===== src/rtl/change_dispenser_if.sv =====
// change_dispenser_if: request/handshake bundle between a vending controller and the change dispenser
// master: controller/chute/hopper side (drives start, sale data and acks)
// slave : dispenser side (drives item/coin offers, busy, done, fault)
interface change_dispenser_if;
  logic       start, posibility;
  logic [1:0] code;
  logic [2:0] count;
  logic [3:0] money, remaining;
  logic       item_valid, item_ack, coin_valid, coin_ack, busy, done, fault;
  logic [1:0] item_code, coin_val;
  modport master (
    output start, posibility, code, count, money, remaining, item_ack, coin_ack,
    input  item_valid, item_code, coin_valid, coin_val, busy, done, fault
  );
  modport slave (
    input  start, posibility, code, count, money, remaining, item_ack, coin_ack,
    output item_valid, item_code, coin_valid, coin_val, busy, done, fault
  );
endinterface


===== src/rtl/change_dispenser.sv =====
// change_dispenser: hands out sold items, then greedy change coins, one valid/ack handshake at a time
// ports: clk, rst (sync active-high); bus (slave): start/posibility/code/count/money/remaining in,
//        item_valid/item_code/item_ack, coin_valid/coin_val/coin_ack, busy, done, fault
// DISPENSE_TIMEOUT_EN: when defined, an offer unacked for 15 cycles sets sticky fault and ends the transaction
module change_dispenser #(
  parameter int DENOM_HI = 5
) (
  input logic             clk,
  input logic             rst,
  change_dispenser_if.slave bus
);
  typedef enum logic [1:0] {IDLE, VEND, CHANGE, DONE} state_t;
  localparam logic [3:0] HI = 4'(DENOM_HI);
  state_t     state_q;
  logic [2:0] cnt_q;
  logic [3:0] amt_q, amt_d, refund_d;
  logic       item_valid_q, coin_valid_q, expire;
  logic [1:0] item_code_q, coin_val_q, coin_val_d;
  function automatic logic [1:0] pick(input logic [3:0] a);
    return a >= HI ? 2'b10 : a >= 4'd2 ? 2'b01 : 2'b00;
  endfunction
  // greedy choice never exceeds amt_q, so the subtraction cannot underflow
  always_comb begin
    refund_d   = bus.posibility ? bus.remaining : bus.money;
    amt_d      = amt_q - (coin_val_q == 2'b10 ? HI : coin_val_q == 2'b01 ? 4'd2 : 4'd1);
    coin_val_d = pick(amt_d);
  end
`ifdef DISPENSE_TIMEOUT_EN
  logic [3:0] tmo_q;
  logic       fault_q, stall;
  assign stall  = (item_valid_q & ~bus.item_ack) | (coin_valid_q & ~bus.coin_ack);
  // the 15th consecutive unacked cycle is the one that expires
  assign expire = stall && tmo_q == 4'd14;
  assign bus.fault = fault_q;
  always_ff @(posedge clk) begin
    if (rst) begin
      tmo_q   <= '0;
      fault_q <= 1'b0;
    end else begin
      tmo_q   <= stall && !expire ? tmo_q + 4'd1 : 4'd0;
      fault_q <= fault_q | expire;
    end
  end
`else
  assign expire    = 1'b0;
  assign bus.fault = 1'b0;
`endif
  always_ff @(posedge clk) begin
    if (rst) begin
      state_q      <= IDLE;
      cnt_q        <= '0;
      amt_q        <= '0;
      item_valid_q <= 1'b0;
      coin_valid_q <= 1'b0;
      item_code_q  <= '0;
      coin_val_q   <= '0;
    end else if (expire) begin
      state_q      <= DONE;
      item_valid_q <= 1'b0;
      coin_valid_q <= 1'b0;
    end else begin
      case (state_q)
        IDLE: if (bus.start) begin
          item_code_q <= bus.code;
          cnt_q       <= bus.count;
          amt_q       <= refund_d;
          if (bus.posibility && bus.count != 3'd0) begin
            state_q      <= VEND;
            item_valid_q <= 1'b1;
          end else begin
            state_q      <= CHANGE;
            coin_valid_q <= refund_d != 4'd0;
            coin_val_q   <= pick(refund_d);
          end
        end
        VEND: if (bus.item_ack) begin
          cnt_q <= cnt_q - 3'd1;
          if (cnt_q == 3'd1) begin
            state_q      <= CHANGE;
            item_valid_q <= 1'b0;
            coin_valid_q <= amt_q != 4'd0;
            coin_val_q   <= pick(amt_q);
          end
        end
        CHANGE: if (!coin_valid_q) state_q <= DONE;
        else if (bus.coin_ack) begin
          amt_q        <= amt_d;
          coin_valid_q <= amt_d != 4'd0;
          coin_val_q   <= coin_val_d;
        end
        DONE: state_q <= IDLE;
        default: state_q <= IDLE;
      endcase
    end
  end
  assign bus.item_valid = item_valid_q;
  assign bus.item_code  = item_code_q;
  assign bus.coin_valid = coin_valid_q;
  assign bus.coin_val   = coin_val_q;
  assign bus.busy       = state_q != IDLE;
  assign bus.done       = state_q == DONE;
endmodule


===== src/flat_wrapper.sv =====
// flat-port wrapper written by rule: the top's interface ports become plain ports
module change_dispenser_flat 
#(
  parameter int DENOM_HI = 5
)
  (clk, rst, bus_start, bus_posibility, bus_code, bus_count, bus_money, bus_remaining, bus_item_ack, bus_coin_ack, bus_item_valid, bus_item_code, bus_coin_valid, bus_coin_val, bus_busy, bus_done, bus_fault);
  change_dispenser_if bus_i ();
  input logic clk;
  input logic rst;
  input wire logic [$bits(bus_i.start)-1:0] bus_start;
  input wire logic [$bits(bus_i.posibility)-1:0] bus_posibility;
  input wire logic [$bits(bus_i.code)-1:0] bus_code;
  input wire logic [$bits(bus_i.count)-1:0] bus_count;
  input wire logic [$bits(bus_i.money)-1:0] bus_money;
  input wire logic [$bits(bus_i.remaining)-1:0] bus_remaining;
  input wire logic [$bits(bus_i.item_ack)-1:0] bus_item_ack;
  input wire logic [$bits(bus_i.coin_ack)-1:0] bus_coin_ack;
  output wire logic [$bits(bus_i.item_valid)-1:0] bus_item_valid;
  output wire logic [$bits(bus_i.item_code)-1:0] bus_item_code;
  output wire logic [$bits(bus_i.coin_valid)-1:0] bus_coin_valid;
  output wire logic [$bits(bus_i.coin_val)-1:0] bus_coin_val;
  output wire logic [$bits(bus_i.busy)-1:0] bus_busy;
  output wire logic [$bits(bus_i.done)-1:0] bus_done;
  output wire logic [$bits(bus_i.fault)-1:0] bus_fault;
  assign bus_i.start = bus_start;
  assign bus_i.posibility = bus_posibility;
  assign bus_i.code = bus_code;
  assign bus_i.count = bus_count;
  assign bus_i.money = bus_money;
  assign bus_i.remaining = bus_remaining;
  assign bus_i.item_ack = bus_item_ack;
  assign bus_i.coin_ack = bus_coin_ack;
  assign bus_item_valid = bus_i.item_valid;
  assign bus_item_code = bus_i.item_code;
  assign bus_coin_valid = bus_i.coin_valid;
  assign bus_coin_val = bus_i.coin_val;
  assign bus_busy = bus_i.busy;
  assign bus_done = bus_i.done;
  assign bus_fault = bus_i.fault;
  change_dispenser #(.DENOM_HI(DENOM_HI)) u_core (.clk(clk), .rst(rst), .bus(bus_i));
endmodule

===== config.mk =====
export PLATFORM = sky130hd
export DESIGN_NAME = change_dispenser_flat
export DESIGN_NICKNAME = d
export VERILOG_FILES = /design/src/rtl/change_dispenser_if.sv /design/src/rtl/change_dispenser.sv /design/src/flat_wrapper.sv
export SDC_FILE = /design/constraint.sdc
export NUM_CORES = 1
export LEC_CHECK = 0
export CORE_MARGIN = 4
export CORE_UTILIZATION = 45
export DETAILED_ROUTE_END_ITERATION = 6
export GPL_TIMING_DRIVEN = 0
export PLACE_DENSITY = 0.84
export SYNTH_ARGS = -nofsm -noshare
export SYNTH_HDL_FRONTEND = slang
export SYNTH_SLANG_ARGS = --single-unit

===== constraint.sdc =====
create_clock -name clk -period 3.3 [get_ports clk]
set_input_delay 0.66 -clock clk [delete_from_list [all_inputs] [get_ports clk]]
set_output_delay 0.66 -clock clk [all_outputs]
set_load 0.01 [all_outputs]

; ---- Word level (Yosys, flattened, before mapping)
; Cells that the tools add are included.
[op_classes]
add_sub_neg = 2
n_lt_le_gt_ge = 6
eq_ne = 14
muxes = 41
reduce_logical = 17
[op_table]
columns = op, n
row1 = 2-to-1 mux 2 bit, 15
row2 = 2-to-1 mux 4 bit, 5
row3 = 2-to-1 mux 1 bit, 13
row4 = ">= comparator 4 x 2 -> 1 bit, second input constant", 3
row5 = ">= comparator 4 x 3 -> 1 bit, second input constant", 3
row6 = nonzero test 4 bit, 3
row7 = "!= test 2 bit, second input constant", 5
row8 = AND reduction 5 bit, 2
row9 = one-hot mux 2 bit (4 select lines), 1
row10 = one-hot mux 4 bit (2 select lines), 1
row11 = AND reduction 4 bit, 2
row12 = AND reduction 7 bit, 1
row13 = "== test 2 bit, second input constant", 3
row14 = 2-to-1 mux 3 bit, 2
row15 = "!= test 2 x 1 -> 1 bit, second input constant", 3
row16 = one-hot mux 2 bit (3 select lines), 1
row17 = one-hot mux 3 bit (2 select lines), 1
row18 = nonzero test 2 bit, 3
row19 = nonzero test 3 bit, 2
row20 = "== test 2 x 1 -> 1 bit, second input constant", 2
row21 = subtractor 4 bit, 1
row22 = "== test 3 x 1 -> 1 bit, second input constant", 1
row23 = one-hot mux 1 bit (3 select lines), 1
row24 = AND reduction 3 bit, 1
row25 = 5 further kinds, 5
[totals]
ff_bits = 15
in_bits = 19
out_inout_bits = 9
elab_cells = 87

; ---- Longest topological paths before layout
; Gate-level depths: netlist of run 1.
[logic_depth]
depth_word = 10
ltp_mapped = 8
depth_no_buf = 8

; ---- Worst setup path after synthesis of run 1
; Ideal clock, no wire load.
[synth_path]
path_type = reg2reg
startpoint = register u_core.coin_val_q[1], in the netlist u_core.bus.coin_val[1]
endpoint = register u_core.coin_val_q[0], in the netlist u_core.bus.coin_val[0]
setup_time_ns = 0.092
arrival_time_ns = 2.132
required_time_ns = 3.208
setup_slack_ns = 1.075
path_stages_with_launch = 8
path_buffers = 0
period_less_slack_ns = 2.225
cell_sequence = dfxtp_1 nand2b_1 ha_1 fa_1 xnor2_1 mux2_2 o31a_1 o32ai_1
[synth_between]
elab_chain_cells = 10
elab_cells_between_ends = 12
[synth_lines]
columns = element, line
row1 = from (decl), change_dispenser.sv:18  ; logic [1:0] item_code_q, coin_val_q, coin_val_d;
row2 = from (signal assigned), change_dispenser.sv:73  ; coin_val_q <= pick(refund_d);
row3 = from (signal assigned), change_dispenser.sv:82  ; coin_val_q <= pick(amt_q);
row4 = from (signal assigned), change_dispenser.sv:89  ; coin_val_q <= coin_val_d;
row5 = == test 2 x 1 -> 1 bit, change_dispenser.sv:25  ; amt_d = amt_q - (coin_val_q == 2'b10 ? HI : coin_val_q == 2'b01 ? 4'd2 : 4'd1);
row6 = 2-to-1 mux 2 bit, change_dispenser.sv:25
row7 = 2-to-1 mux 4 bit *, change_dispenser.sv:25
row8 = subtractor 4 bit *, change_dispenser.sv:25
row9 = >= comparator 4 x 2 -> 1 bit, change_dispenser.sv:20  ; return a >= HI ? 2'b10 : a >= 4'd2 ? 2'b01 : 2'b00;
row10 = 2-to-1 mux 1 bit, change_dispenser.sv:20
row11 = 2-to-1 mux 2 bit *, change_dispenser.sv:20
row12 = 2-to-1 mux 2 bit *, change_dispenser.sv:86  ; else if (bus.coin_ack) begin
row13 = 2-to-1 mux 2 bit *, change_dispenser.sv:85  ; CHANGE: if (!coin_valid_q) state_q <= DONE;
row14 = one-hot mux 2 bit (3 select lines) *, change_dispenser.sv:62  ; case (state_q)
; Mark *: on every way between the ends. The rest lies on a longest branch, timed or not. The select of a mux whose other input is x is not followed.
; A chain may end at the register's enable or synchronous reset.

; ---- Worst setup path after layout of run 1
[layout_path]
startpoint = register u_core.state_q[0]
endpoint = output port bus_busy
[layout_between]
elab_chain_cells = 1
[layout_lines]
columns = element, line
row1 = from (decl), change_dispenser.sv:14  ; state_t state_q;
row2 = from (signal assigned), change_dispenser.sv:50  ; state_q <= IDLE;
row3 = from (signal assigned), change_dispenser.sv:58  ; state_q <= DONE;
row4 = from (signal assigned), change_dispenser.sv:68  ; state_q <= VEND;
row5 = nonzero test 2 bit, change_dispenser.sv:100  ; assign bus.busy = state_q != IDLE;
row6 = to (decl), flat_wrapper.sv:22  ; output wire logic [$bits(bus_i.busy)-1:0] bus_busy;
; Every way passes these cells.

==> metrics.sh, run 1 <==
GLOBAL_ROUTE.OVERFLOW_TOTAL=0
WORST_CASE_REGISTER_TO_REGISTER_SETUP_SLACK_NS=0.87
VDD.IR_DROP.WORST_uV=614
NUMPORTBUFFERS=25
TIMING.CLOCK.SKEW_NS=0.00279
DETAIL_ROUTE.VIAS_PER_CELL=5.72
GRT_START_MAX_NET_PINS=11
SYNTHDOMINANTAREACELLTYPE='dfxtp_1'
SYNTH-WARNING-COUNT=0
TIMING_MAX_TRANSITION_VIOLATIONS_FINAL=0
FINAL.PERIOD_UTILIZATION_PCT=74.4
TIGHTEST_SLEW_NS=0.535
DRC_ERRORS=0
CRIT_REQUIRED_NS=2.64
INITIAL_CORE_UTIL_PCT=48.1
FINAL-HOLD-VIOLATION-COUNT=0
FINAL.SETUP.TNS_NS=0
NETS=210
SYNTH.AREA.TOP_CELLS='dfxtp_1 25%, ha_1 10%, mux2i_1 6.6%, nand2_1 5.3%, a21oi_1 4.9%'
FINAL_LAYOUT_SIZE_SUFFIX_GT1_SHARE_PCT=10.1
DIE_X_UM=59.9
LARGEST_FAMILY_OF_LOGIC_CELLS_BY_SYNTHESIZED_AREA='compound AO/OA/AOI/OAI gates'
NUMBER_OF_REGISTER_BITS_INFERRED_BY_SYNTHESIS=15
CTS_MADE_BUFFERS=3
CTS_HOLD_REPAIR.BUFFERS=0
CTS_POST_SETUP_BUFFERS_INSERTED=0
P_LEAK_nW=0.611
CRITICAL_PATH_ARRIVAL_NS=1.80
SYNTH_CELL_TYPE_COUNT=48
MAX_CLOCK_FREQ_MHz=407
TIMING.CRITICAL_PATH.BUF_INV=4
WORST_PATH_MAX_DELAY_CELL='clkdlybuf4s50_1'
REGISTER_AREA_UM2=300
SETUP-VIOLATIONS-FINAL=0
SYNTH-SIMPLE-AREA-SHARE_PCT=19.5
PLACE.DETAILED.HPWL_UM=2400
ANTENNA_LEFT=0
CTS-ROOT-BUF='clkbuf_4'
SYNTH-XOR-AREA-SHARE_PCT=1.44
CTS_NUM_SINKS=15
SEQ_AREA_FRAC_SYNTH_PCT=24.7
AREA_DELTA_SYNTH_FINAL_PCT=25.9
SYNTH_COMPOUND_GATE_AREA_SHARE_PCT=26.1
NUM_VIAS=1196
SYNTH_EDF_COUNT=0
SYNTH_TOP_AREA_SHARE_PCT=24.7
SYN_NETS=180
PATH_COMMON_CELL='inv_1'
CRIT_CHAIN='inv_1, ha_1, clkbuf_2, inv_1, clkdlybuf4s50_1'
CLK-INSERTION-DELAY-LATE_NS=0.29
WORST_PATH_LARGEST_CELL_DELAY_NS=0.55
DIODES=0
CORE_UM2=2520
DIE_AREA_UM2=3590
MAXCAPVIOLATIONS=0
SYN-CELL-AREA_UM2=1210
TIMING.FINAL.CRIT_PERIOD_NS=2.46
GRT_ANTENNA_BEFORE_REPAIR=0
FIRSTDRTPASSITERS=4
ENDPOINT_KIND='output pin'
ROW_COUNT=18
CRITICAL_PATH.MAX_FANOUT=8
YS_ASYNC_SR_FRACTION_PCT=0
TRITONCTS='yes'
CTS-RESIZED-GATES=0
POWER_DENSITY_nW_PER_UM2=904
FIRST_ITER_VIOLATIONS=24
CTS_MAX_LEVEL=1
ROUTED_WIRELENGTH_NORMALIZED_BY_INSTANCE_COUNT_UM=14.1
CRITICAL_PATH.STARTPOINT_TYPE='flip-flop'
DRT_WIRELENGTH_UM=2950
WIRE_LENGTH_OF_THE_FIRST_GLOBAL_ROUTING_PASS_UM=4990
NUMBER_OF_GLOBAL_ROUTE_VIAS_BEFORE_REPAIR=1138
CPLARGESTDELAYFAMILY='buffers and inverters'
OUTCOME='complete, no violations'
MUXSHAREOFSYNTHAREA_PCT=8.45
GRTUSAGETOTAL_PCT=17.8
SYNTHESIS.AREA_PER_INSTANCE_UM2=8.09
SLEW-LIMIT-HEADROOM_PCT=63.8
WORST_SETUP_HOLD_PATH_CLK_SLEW_NS=0.10
SYNTH_FA_HA_AREA_SHARE_PCT=12.0
UTILIZATION_AFTER_LAYOUT_PCT=60.6
GRT_SETUP_UNREPAIRED='false'
DIE_HEIGHT_UM=59.9
CELLS_AFTER_SYNTH=150
HOLD_PATH_CLASS='flip-flop to flip-flop'
MULTI_INPUT_AREA_UM2=822
N_FILL_CELL=238
WORST-SETUP-PATH-TYPE='flip-flop to output pin'
IO_PINS=28
SYNTH-MAIN-FF-CELL='dfxtp_1'
GLOBALPLACE.CONGESTION=0.932
CTSLONGESTPATHBUFFERS=2
placed cells by master (no fill, tap or decap), types with 2 or more instances in the layout:
cell type,netlist,final
a21oi_1,12,12
clkbuf_4,0,3
o31a_1,2,2
dfxtp_1,15,15
ha_1,10,10
buf_2,3,3
nand2b_1,2,2
mux2i_1,8,8
clkbuf_1,1,2
nand3_1,7,7
a22oi_1,2,2
mux2_2,2,2
o211ai_1,3,3
clkdlybuf4s50_1,0,25
nand2_1,17,17
inv_1,16,16
a211oi_1,2,2
o21ai_0,9,9
nor2_1,8,8
power breakdown:
group	switching (mW)	internal, mW
clock network	0.0641	0.0470
registers	0.0714	0.251
logic	0.519	0.428
total	0.655	0.726
registers in the layout (all words and copies together), names as in the netlist:
name and count:
u_core.amt_q 4, u_core.cnt_q 3, u_core.bus.coin_val 2, u_core.bus.item_code 2, u_core.state_q 2, u_core.bus.coin_valid 1, u_core.bus.item_valid 1
path summary, 6_finish.rpt:
path,from,to,cells after the start
max reg2reg,u_core.bus.coin_val[1],u_core.bus.coin_val[0],7
min,u_core.bus.item_code[0],u_core.bus.item_code[0],2
max,u_core.state_q[0],bus_busy,5
min reg2reg,u_core.bus.item_code[0],u_core.bus.item_code[0],2
tightest hold or removal path: cells and delay by family, from the launching register on:
family / cells / cell delay, ns
flops: 1 / 0.32
compound gates: 1 / 0.06
simple gates: 1 / 0.05
cells by family after synthesis:
family                   after synthesis
AO/OA/AOI/OAI                         44
XOR/XNOR                               2
adder cells (fa/ha/maj)               11
buffers and inverters                 22
flip-flops                            15
multiplexers                          10
other                                  1
AND/OR/NAND/NOR                       45
metrics by stage:
step                      total power, mW  instance area, µm²  setup WS (ns)  hold slack, ns  cells
after global routing                 1.51                1530          0.722           0.511    209
after floorplan                      1.01                1210           1.08           0.451    150
after global placement               1.22                1500          0.935           0.445    205
after CTS                            1.38                1530          0.835           0.477    209
after detailed placement             1.26                1500          0.907           0.457    205
final                                1.38                1530          0.845           0.478    209
metal layers:
metal | up-vias | wire length (µm) | track usage [%]
li1 | 599 | - | -
met5 | - | 0 | 0
met4 | 0 | 35 | 4.43
met3 | 7 | 163 | 3.67
met1 | 555 | 1280 | 21.9
met2 | 35 | 1470 | 31.2
synthesized netlist by cell type, types with 2 or more instances:
master,n
dfxtp_1,15
nor2_1,8
nand2b_1,2
o211ai_1,3
ha_1,10
o21ai_0,9
a22oi_1,2
inv_1,16
buf_2,3
nand3_1,7
a211oi_1,2
mux2i_1,8
o31a_1,2
mux2_2,2
a21oi_1,12
nand2_1,17
cell type report:
class | count | share of cell area (%)
multi-input combinational | 113 | 53.8
sequential | 15 | 19.7
timing repair buffer | 25 | 16.4
inverter | 16 | 3.93
tap | 30 | 2.46
buffer | 6 | 2.05
clock buffer | 4 | 1.72
(Power assumes the default switching activity.)
==> inputs of run 2 (changes only) <==
--- a/config.mk
+++ b/config.mk
@@ -9,7 +9,7 @@
 export CORE_UTILIZATION = 45
 export DETAILED_ROUTE_END_ITERATION = 6
 export GPL_TIMING_DRIVEN = 0
-export PLACE_DENSITY = 0.84
+export PLACE_DENSITY = 0.87
 export SYNTH_ARGS = -nofsm -noshare
 export SYNTH_HDL_FRONTEND = slang
 export SYNTH_SLANG_ARGS = --single-unit
==> constraint.sdc (replaced) <==
create_clock -name clk -period 2.2 [get_ports clk]
set_input_delay 0.44 -clock clk [delete_from_list [all_inputs] [get_ports clk]]
set_output_delay 0.44 -clock clk [all_outputs]
set_load 0.01 [all_outputs]
==> run 2 against run 1 <==
Against the previous run:
- sequential power increased by 54%
- wire length is 0.17% higher
- via count increased by 0.67%
- global-route usage is 0.67 points lower
- critical path type is now flip-flop to flip-flop
- critical endpoint is now u_core.bus.coin_val[0]
- highest routed layer unchanged
==> metrics.sh, run 2 (same netlist as run 1, synthesis figures left out) <==
SLEW-LIMIT-HEADROOM_PCT=64.5  # +0.74 points
CRITICAL_PATH.MAX_FANOUT=4  # -4
DIE_X_UM=59.9  # unchanged
DETAIL_ROUTE.VIAS_PER_CELL=5.73  # +0.19%
ROW_COUNT=18  # unchanged
MAXCAPVIOLATIONS=0  # unchanged
SETUP-VIOLATIONS-FINAL=0  # unchanged
ENDPOINT_KIND='flip-flop'
CTSLONGESTPATHBUFFERS=2  # unchanged
COMMONEST_CELLS_AFTER_ROUTING_FILL_AND_TAPS_ASIDE='24 x clkdlybuf4s50_1, 17 x nand2_1, 16 x inv_1'
WORST-SETUP-PATH-TYPE='flip-flop to flip-flop'
CRITICAL_PATH_ARRIVAL_NS=2.29  # +0.49 ns
TIMING_MAX_TRANSITION_VIOLATIONS_FINAL=0  # unchanged
DRT_WIRELENGTH_UM=2950  # +0.17%
INITIAL_CORE_UTIL_PCT=48.1  # unchanged
INTPOWER_mW=1.17  # +61%
ROUTED_WIRELENGTH_NORMALIZED_BY_INSTANCE_COUNT_UM=14.1  # -0.31%
CTS_HOLD_REPAIR.BUFFERS=0  # unchanged
CTS_NUM_SINKS=15  # unchanged
REGISTER_AREA_UM2=300  # unchanged
WIRE_LENGTH_OF_THE_FIRST_GLOBAL_ROUTING_PASS_UM=4750  # -4.7%
POWER_DENSITY_nW_PER_UM2=1400  # +55%
TOP_REGS='u_core.amt_q: 4 flops, u_core.cnt_q: 3 flops'
GLOBALPLACE.CONGESTION=0.878  # -5.8%
FIRSTDRTPASSITERS=4  # unchanged
GRT_START_MAX_NET_PINS=11  # unchanged
TRITONCTS='yes'
CTS_MAX_LEVEL=1  # unchanged
MULTI_INPUT_AREA_UM2=853  # +3.8%
VDD.IR_DROP.WORST_uV=768  # +25%
CORE_UM2=2520  # unchanged
TIMING.CLOCK.SKEW_NS=0.00596  # +0.00317 ns
DIE_AREA_UM2=3590  # unchanged
MAX_REG_FLOPS=4  # unchanged
P_SWITCHING_mW=1.02  # +56%
GRT_ANTENNA_BEFORE_REPAIR=0  # unchanged
AREA_DELTA_SYNTH_FINAL_PCT=29.0
OUTCOME='complete, no violations'
CPLARGESTDELAYFAMILY='adder cells'
NUMPORTBUFFERS=25  # unchanged
FIRST_ITER_VIOLATIONS=45  # +88%
POWER.TOTAL_mW=2.19  # +58%
IO_PINS=28  # unchanged
FINAL.PERIOD_UTILIZATION_PCT=95.0
CRIT_CHAIN='nand2b_4, ha_2, fa_2, nand2_1, mux2_2, o31a_1, o32ai_1'
NETS=211  # +0.48%
TIMING.FINAL.CRIT_PERIOD_NS=2.09
PLACE.DETAILED.HPWL_UM=2320  # -3.1%
SEQPWRFRAC_PCT=22.7  # -0.6 points
NUM_VIAS=1204  # +0.67%
GLOBAL_ROUTE.OVERFLOW_TOTAL=0  # unchanged
CTS-ROOT-BUF='clkbuf_4'
POWER_SWITCHING_SHARE_PCT=46.7  # -0.70 points
WORST_PATH_MAX_DELAY_CELL='fa_2'
CRITICAL_PATH.STARTPOINT_TYPE='flip-flop'
DIODES=0  # unchanged
GRTUSAGETOTAL_PCT=17.1  # -0.67 points
WORST_SETUP_HOLD_PATH_CLK_SLEW_NS=0.10  # about the same
P_LEAK_nW=0.626  # +2.5%
LARGEST_REGISTER='u_core.amt_q'
CLOCK_POWER_SHARE_PCT=7.7  # -0.3 points
CTS_MADE_BUFFERS=3  # unchanged
TIGHTEST_SLEW_NS=0.524  # -0.0110 ns
FINAL-HOLD-VIOLATION-COUNT=0  # unchanged
TIMING.CRITICAL_PATH.BUF_INV=0  # -4
NUMBER_OF_GLOBAL_ROUTE_VIAS_BEFORE_REPAIR=1184  # +4.0%
N_FILL_CELL=203  # -15%
DIE_HEIGHT_UM=59.9  # unchanged
WORST_PATH_LARGEST_CELL_DELAY_NS=0.58  # +0.03 ns
DRC_ERRORS=0  # unchanged
CLK-INSERTION-DELAY-LATE_NS=0.29  # about the same
MAX_CLOCK_FREQ_MHz=479
CRIT_REQUIRED_NS=2.40  # -0.24 ns
MOSTFREQUENTLAYOUTCELL='clkdlybuf4s50_1'
UTILIZATION_AFTER_LAYOUT_PCT=62.1  # +1.5 points
ANTENNA_LEFT=0  # unchanged
COMBPWRFRAC_PCT=69.6  # +1.0 points
HOLD_PATH_CLASS='flip-flop to flip-flop'
FINAL_LAYOUT_SIZE_SUFFIX_GT1_SHARE_PCT=13.9  # +3.8 points
==> run 2: power by group through the flow <==
stage	Combinational, mW	Clock [mW]	Sequential, mW
floorplan	1.06	0	0.478
global placement	1.37	0	0.476
detailed placement	1.42	0	0.488
CTS	1.48	0.167	0.481
global route	1.68	0.181	0.511
finish	1.52	0.168	0.497
==> run 2: through the flow <==
step	hold slack, ns	std cells	TNS (ns)	cell area, µm²	setup slack (ns)
3_5_place_dp	0.450	205	-0.0868	1510	-0.0868
5_1_grt	0.506	210	-0.0417	1570	-0.0284
6_report	0.463	210	0	1570	0.111
3_3_place_gp	0.444	205	-0.0328	1510	-0.0328
4_1_cts	0.465	210	0	1550	0.0576
2_1_floorplan	0.451	150	0	1220	0.0269
==> run 2: what timing repair did <==
action | CTS | global route
gates resized for setup | 3 | 3
pin swaps | 1 | 1
setup buffers | 1 | 0
endpoints found under the setup margin | 2 | 6
endpoints found under the hold margin | 0 | 0
==> run 2: per-layer routing <==
metal | vias to the layer above | track usage (%) | routed length [µm]
li1 | 594 | - | -
met1 | 554 | 19.9 | 1290
met2 | 44 | 29.9 | 1430
met3 | 12 | 3.46 | 149
met4 | 0 | 7.28 | 85
met5 | - | 0 | 0
==> run 2: cell type report <==
type | instances | area share [%]
Clock buffer | 4 | 1.68
Timing Repair Buffer | 26 | 16.4
Tap cell | 30 | 2.40
Multi-Input combinational cell | 113 | 54.5
Inverter | 16 | 3.84
Buffer | 6 | 2.00
Sequential cell | 15 | 19.2
==> run 2: tightest hold or removal path: stages, from the launching register on <==
cell and delay, ns:
dfxtp_1 0.32, nand2_1 0.05, a21oi_1 0.05
==> run 2: path summary, 6_finish.rpt <==
path,from,to,slack [ns],depth (start not counted)
setup / recovery,u_core.bus.coin_val[0],u_core.bus.coin_val[0],0.11,7
hold / removal,u_core.bus.item_code[1],u_core.bus.item_code[1],0.46,2
hold reg to reg,u_core.bus.item_code[1],u_core.bus.item_code[1],0.46,2
setup reg to reg,u_core.bus.coin_val[0],u_core.bus.coin_val[0],0.11,7
==> inputs of run 3 (changes only) <==
--- a/config.mk
+++ b/config.mk
@@ -5,6 +5,7 @@
 export SDC_FILE = /design/constraint.sdc
 export NUM_CORES = 1
 export LEC_CHECK = 0
+export ABC_AREA = 1
 export CORE_MARGIN = 4
 export CORE_UTILIZATION = 45
 export DETAILED_ROUTE_END_ITERATION = 6
==> constraint.sdc (replaced) <==
create_clock -name clk -period 2.2 [get_ports clk]
set_input_delay 0.55 -clock clk [delete_from_list [all_inputs] [get_ports clk]]
set_output_delay 0.55 -clock clk [all_outputs]
set_load 0.01 [all_outputs]
==> run 3 against run 2 <==
Against the previous run:
- the flow now finishes with violations (DRC)
- cell area fell by 0.48%
- total power shrank 6.6%
- sequential share of layout area rose by 0.17 points
- clock power barely moved
- combinational power shrank 7%
- maximum frequency up 0.99%
- via count increased by 6.0%
- final cell count is 19% higher
- die area shrank 0.70%
- sequential power decreased by 5.6%
- critical path type unchanged
- largest cell class unchanged
==> metrics.sh, run 3 <==
HOLDWS_NS=0.483  # +0.0203 ns
P_LEAK_nW=0.728  # +16%
MAX_CLOCK_FREQ_MHz=483  # +0.99%
OUTCOME='finished, violations left'
SEQ_AREA_FRAC_SYNTH_PCT=24.9  # +0.21 points
SYNTH-WARNING-COUNT=0  # unchanged
TOP_REGS='u_core.amt_q: 4 flops, u_core.cnt_q: 3 flops'
LARGEST_REGISTER='u_core.amt_q'
DETAIL_ROUTE.VIAS_PER_CELL=5.10  # -11%
CRITICAL_PATH_ARRIVAL_NS=2.30  # about the same
CRIT_REQUIRED_NS=2.43  # +0.03 ns
GLOBAL_ROUTE.OVERFLOW_TOTAL=0  # unchanged
UTILIZATION_AFTER_LAYOUT_PCT=61.8  # -0.30 points
DIODES=0  # unchanged
ENDPOINT_KIND='flip-flop'
WIRE_LENGTH_OF_THE_FIRST_GLOBAL_ROUTING_PASS_UM=4550  # -4.4%
NETS=251  # +19%
IO_PINS=28  # unchanged
WORST_SETUP_HOLD_PATH_CLK_SLEW_NS=0.09  # about the same
AREA_DELTA_SYNTH_FINAL_PCT=29.4
ROW_COUNT=18  # unchanged
SYNTH_TOP_AREA_SHARE_PCT=24.9  # +0.21 points
CTSLONGESTPATHBUFFERS=2  # unchanged
NETLIST_TOP_CELLS_COUNT='49 x nand2_1, 30 x inv_1, 17 x a21oi_1'
FIRST_ITER_VIOLATIONS=49  # +8.9%
FINAL-HOLD-VIOLATION-COUNT=0  # unchanged
CELLS_AFTER_SYNTH=189  # +26%
WORST_PATH_LARGEST_CELL_DELAY_NS=0.54  # -0.04 ns
SYNTH.AREA.TOP_CELLS='dfxtp_1 25%, nand2_1 15%, ha_1 10%, inv_1 9.4%, a21oi_1 7.1%'
PRECTSSETUPSLACK_NS=-0.0194  # +0.0675 ns
SYNTHDOMINANTAREACELLTYPE='dfxtp_1'
WORST_PATH_MAX_DELAY_CELL='fa_1'
MET3ROUTEDLENGTH_UM=267  # +79%
DIE_HEIGHT_UM=59.7  # -0.35%
CLK-INSERTION-DELAY-LATE_NS=0.29  # about the same
FIRSTDRTPASSITERS=6  # +2
POWER_DENSITY_nW_PER_UM2=1310  # -6.1%
NUM_VIAS=1276  # +6.0%
TIMING_MAX_TRANSITION_VIOLATIONS_FINAL=0  # unchanged
SYNTH_CELL_TYPE_COUNT=29  # -40%
MET2_WIRELENGTH_UM=1290  # -9.8%
CTS_MADE_BUFFERS=3  # unchanged
FINAL_LAYOUT_SIZE_SUFFIX_GT1_SHARE_PCT=11.8  # -2.1 points
FAILED_CHECKS='DRC'
GRT_START_MAX_NET_PINS=10  # -1
NUMPORTBUFFERS=25  # unchanged
TIMING.FINAL.CRIT_PERIOD_NS=2.07  # -0.0204 ns
TRITONCTS='yes'
DETAIL_ROUTE.WIRELENGTH.MET1_UM=1240  # -4.3%
SYNTHESIS.AREA_PER_INSTANCE_UM2=6.37  # -21%
SYNTHMOSTINSTANTIATEDCELL='nand2_1'
MAX_REG_FLOPS=4  # unchanged
SYN-CELL-AREA_UM2=1200  # -0.82%
GLOBALPLACE.CONGESTION=0.824  # -6.1%
CRIT_CHAIN='inv_1, nor2_4, inv_1, ha_2, fa_1, nand2_1, nand2_1, nand3_2, nor2_2, nand2_1, nand2_1, nand2_1, a21oi_2'
NUMBER_OF_GLOBAL_ROUTE_VIAS_BEFORE_REPAIR=1114  # -5.9%
VDD.IR_DROP.WORST_uV=898  # +17%
NUMBER_OF_REGISTER_BITS_INFERRED_BY_SYNTHESIS=15  # unchanged
FINAL.PERIOD_UTILIZATION_PCT=94.0  # -0.93 points
PATH_COMMON_CELL='nand2_1'
INITIAL_CORE_UTIL_PCT=47.7  # -0.40 points
CTS_NUM_SINKS=15  # unchanged
HOLD_PATH_CLASS='flip-flop to flip-flop'
GRT_SETUP_UNREPAIRED='false'
DIE_AREA_UM2=3570  # -0.70%
YS_ASYNC_SR_FRACTION_PCT=0  # unchanged
DRT_WIRELENGTH_UM=2810  # -5.0%
SYN_NETS=219  # +22%
SYNTH_EDF_COUNT=0  # unchanged
CRITICAL_PATH.MAX_FANOUT=3  # -1
MAXCAPVIOLATIONS=0  # unchanged
DRC_ERRORS=1  # +1
SYNTH-MAIN-FF-CELL='dfxtp_1'
GRTUSAGETOTAL_PCT=16.3  # -0.75 points
WORST-SETUP-PATH-TYPE='flip-flop to flip-flop'
LAYOUT_SETUP_WS_NS=0.131  # +0.0204 ns
MOSTFREQUENTLAYOUTCELL='nand2_1'
GRT_ANTENNA_BEFORE_REPAIR=0  # unchanged
ANTENNA_LEFT=0  # unchanged
CTS-ROOT-BUF='clkbuf_4'
DIE_X_UM=59.7  # -0.35%
COMMONEST_CELLS_AFTER_ROUTING_FILL_AND_TAPS_ASIDE='49 x nand2_1, 30 x inv_1, 24 x clkdlybuf4s50_1'
ROUTED_WIRELENGTH_NORMALIZED_BY_INSTANCE_COUNT_UM=11.2  # -20%
PLACE.DETAILED.HPWL_UM=2220  # -4.4%
POWER.TOTAL_mW=2.04  # -6.6%
TIMING.CLOCK.SKEW_NS=0.00146  # -0.00451 ns
HIGHEST-SIGNAL-LAYER='met4'
SETUP-VIOLATIONS-FINAL=0  # unchanged
CORE_UM2=2520  # unchanged
CTS_MAX_LEVEL=1  # unchanged
CRITICAL_PATH.STARTPOINT_TYPE='flip-flop'
## run 3: cell types whose count changed after synthesis, sizes merged, moves of 4 or more
cell   before  now
nand2      17   51
inv        16   35
mux2i       8    0
o21ai      10   18
a21oi      12   19
a31oi       0    4
nor2        8   12
## run 3: final timing paths
path                          startpoint                      to  slack, ns  depth (start not counted)
setup / recovery  u_core.bus.coin_val[0]  u_core.bus.coin_val[0]       0.13                         13
hold / removal     u_core.bus.item_valid   u_core.bus.item_valid       0.48                          2
setup reg to reg  u_core.bus.coin_val[0]  u_core.bus.coin_val[0]       0.13                         13
hold reg to reg    u_core.bus.item_valid   u_core.bus.item_valid       0.48                          2
## run 3: stage by stage
stage          area [µm²]  std cells  TNS (ns)
2_1_floorplan        1200        189         0
3_3_place_gp         1490        244         0
3_5_place_dp         1490        244   -0.0194
4_1_cts              1530        248         0
5_1_grt              1560        250         0
6_report             1560        250         0
## run 3: repair_timing
action	CTS	global route
pin swaps	0	3
setup buffers	0	2
endpoints found under the setup margin	3	3
endpoints found under the hold margin	0	0
resized for setup	3	5
hold buffers	0	0
## run 3: kinds of logic after synthesis
| kind of cell | after synthesis | share of synthesized area, % |
|---|---|---|
| simple gates | 79 | 27.7 |
| fa+ha+maj | 11 | 12.1 |
| buf+inv | 38 | 12.8 |
| compound gates | 44 | 21.5 |
| xor+xnor | 1 | 0.728 |
| other cells | 1 | 0.312 |
| flops | 15 | 24.9 |
## run 3: report_power, final
part,internal (mW),switching [mW]
logic,0.602,0.807
clock network,0.0706,0.0950
registers,0.381,0.0888
## run 3: per-layer routing
layer | global-route usage [%] | vias up
met3 | 4.54 | 2
met5 | 0 | -
li1 | - | 671
met4 | 4.43 | 0
met2 | 26.9 | 60
met1 | 20.9 | 543
## run 3: final cells by class
type | instances | area, µm²
clock buffer | 4 | 26.3
sequential | 15 | 302
fill | 227 | 965
tap | 30 | 37.5
multi-input combinational | 136 | 774
inverter | 35 | 131
buffer | 3 | 22.5
timing repair buffer | 27 | 264
## run 3: worst max-delay path, delay by kind of cell (launching register included)
family                     cells  cell delay (ns)
adders and majority gates      2             0.73
DFF                            1             0.35
buffers and inverters          2             0.14
and+or+nand+nor                8             0.68
AOI/OAI and AO/OA              1             0.11
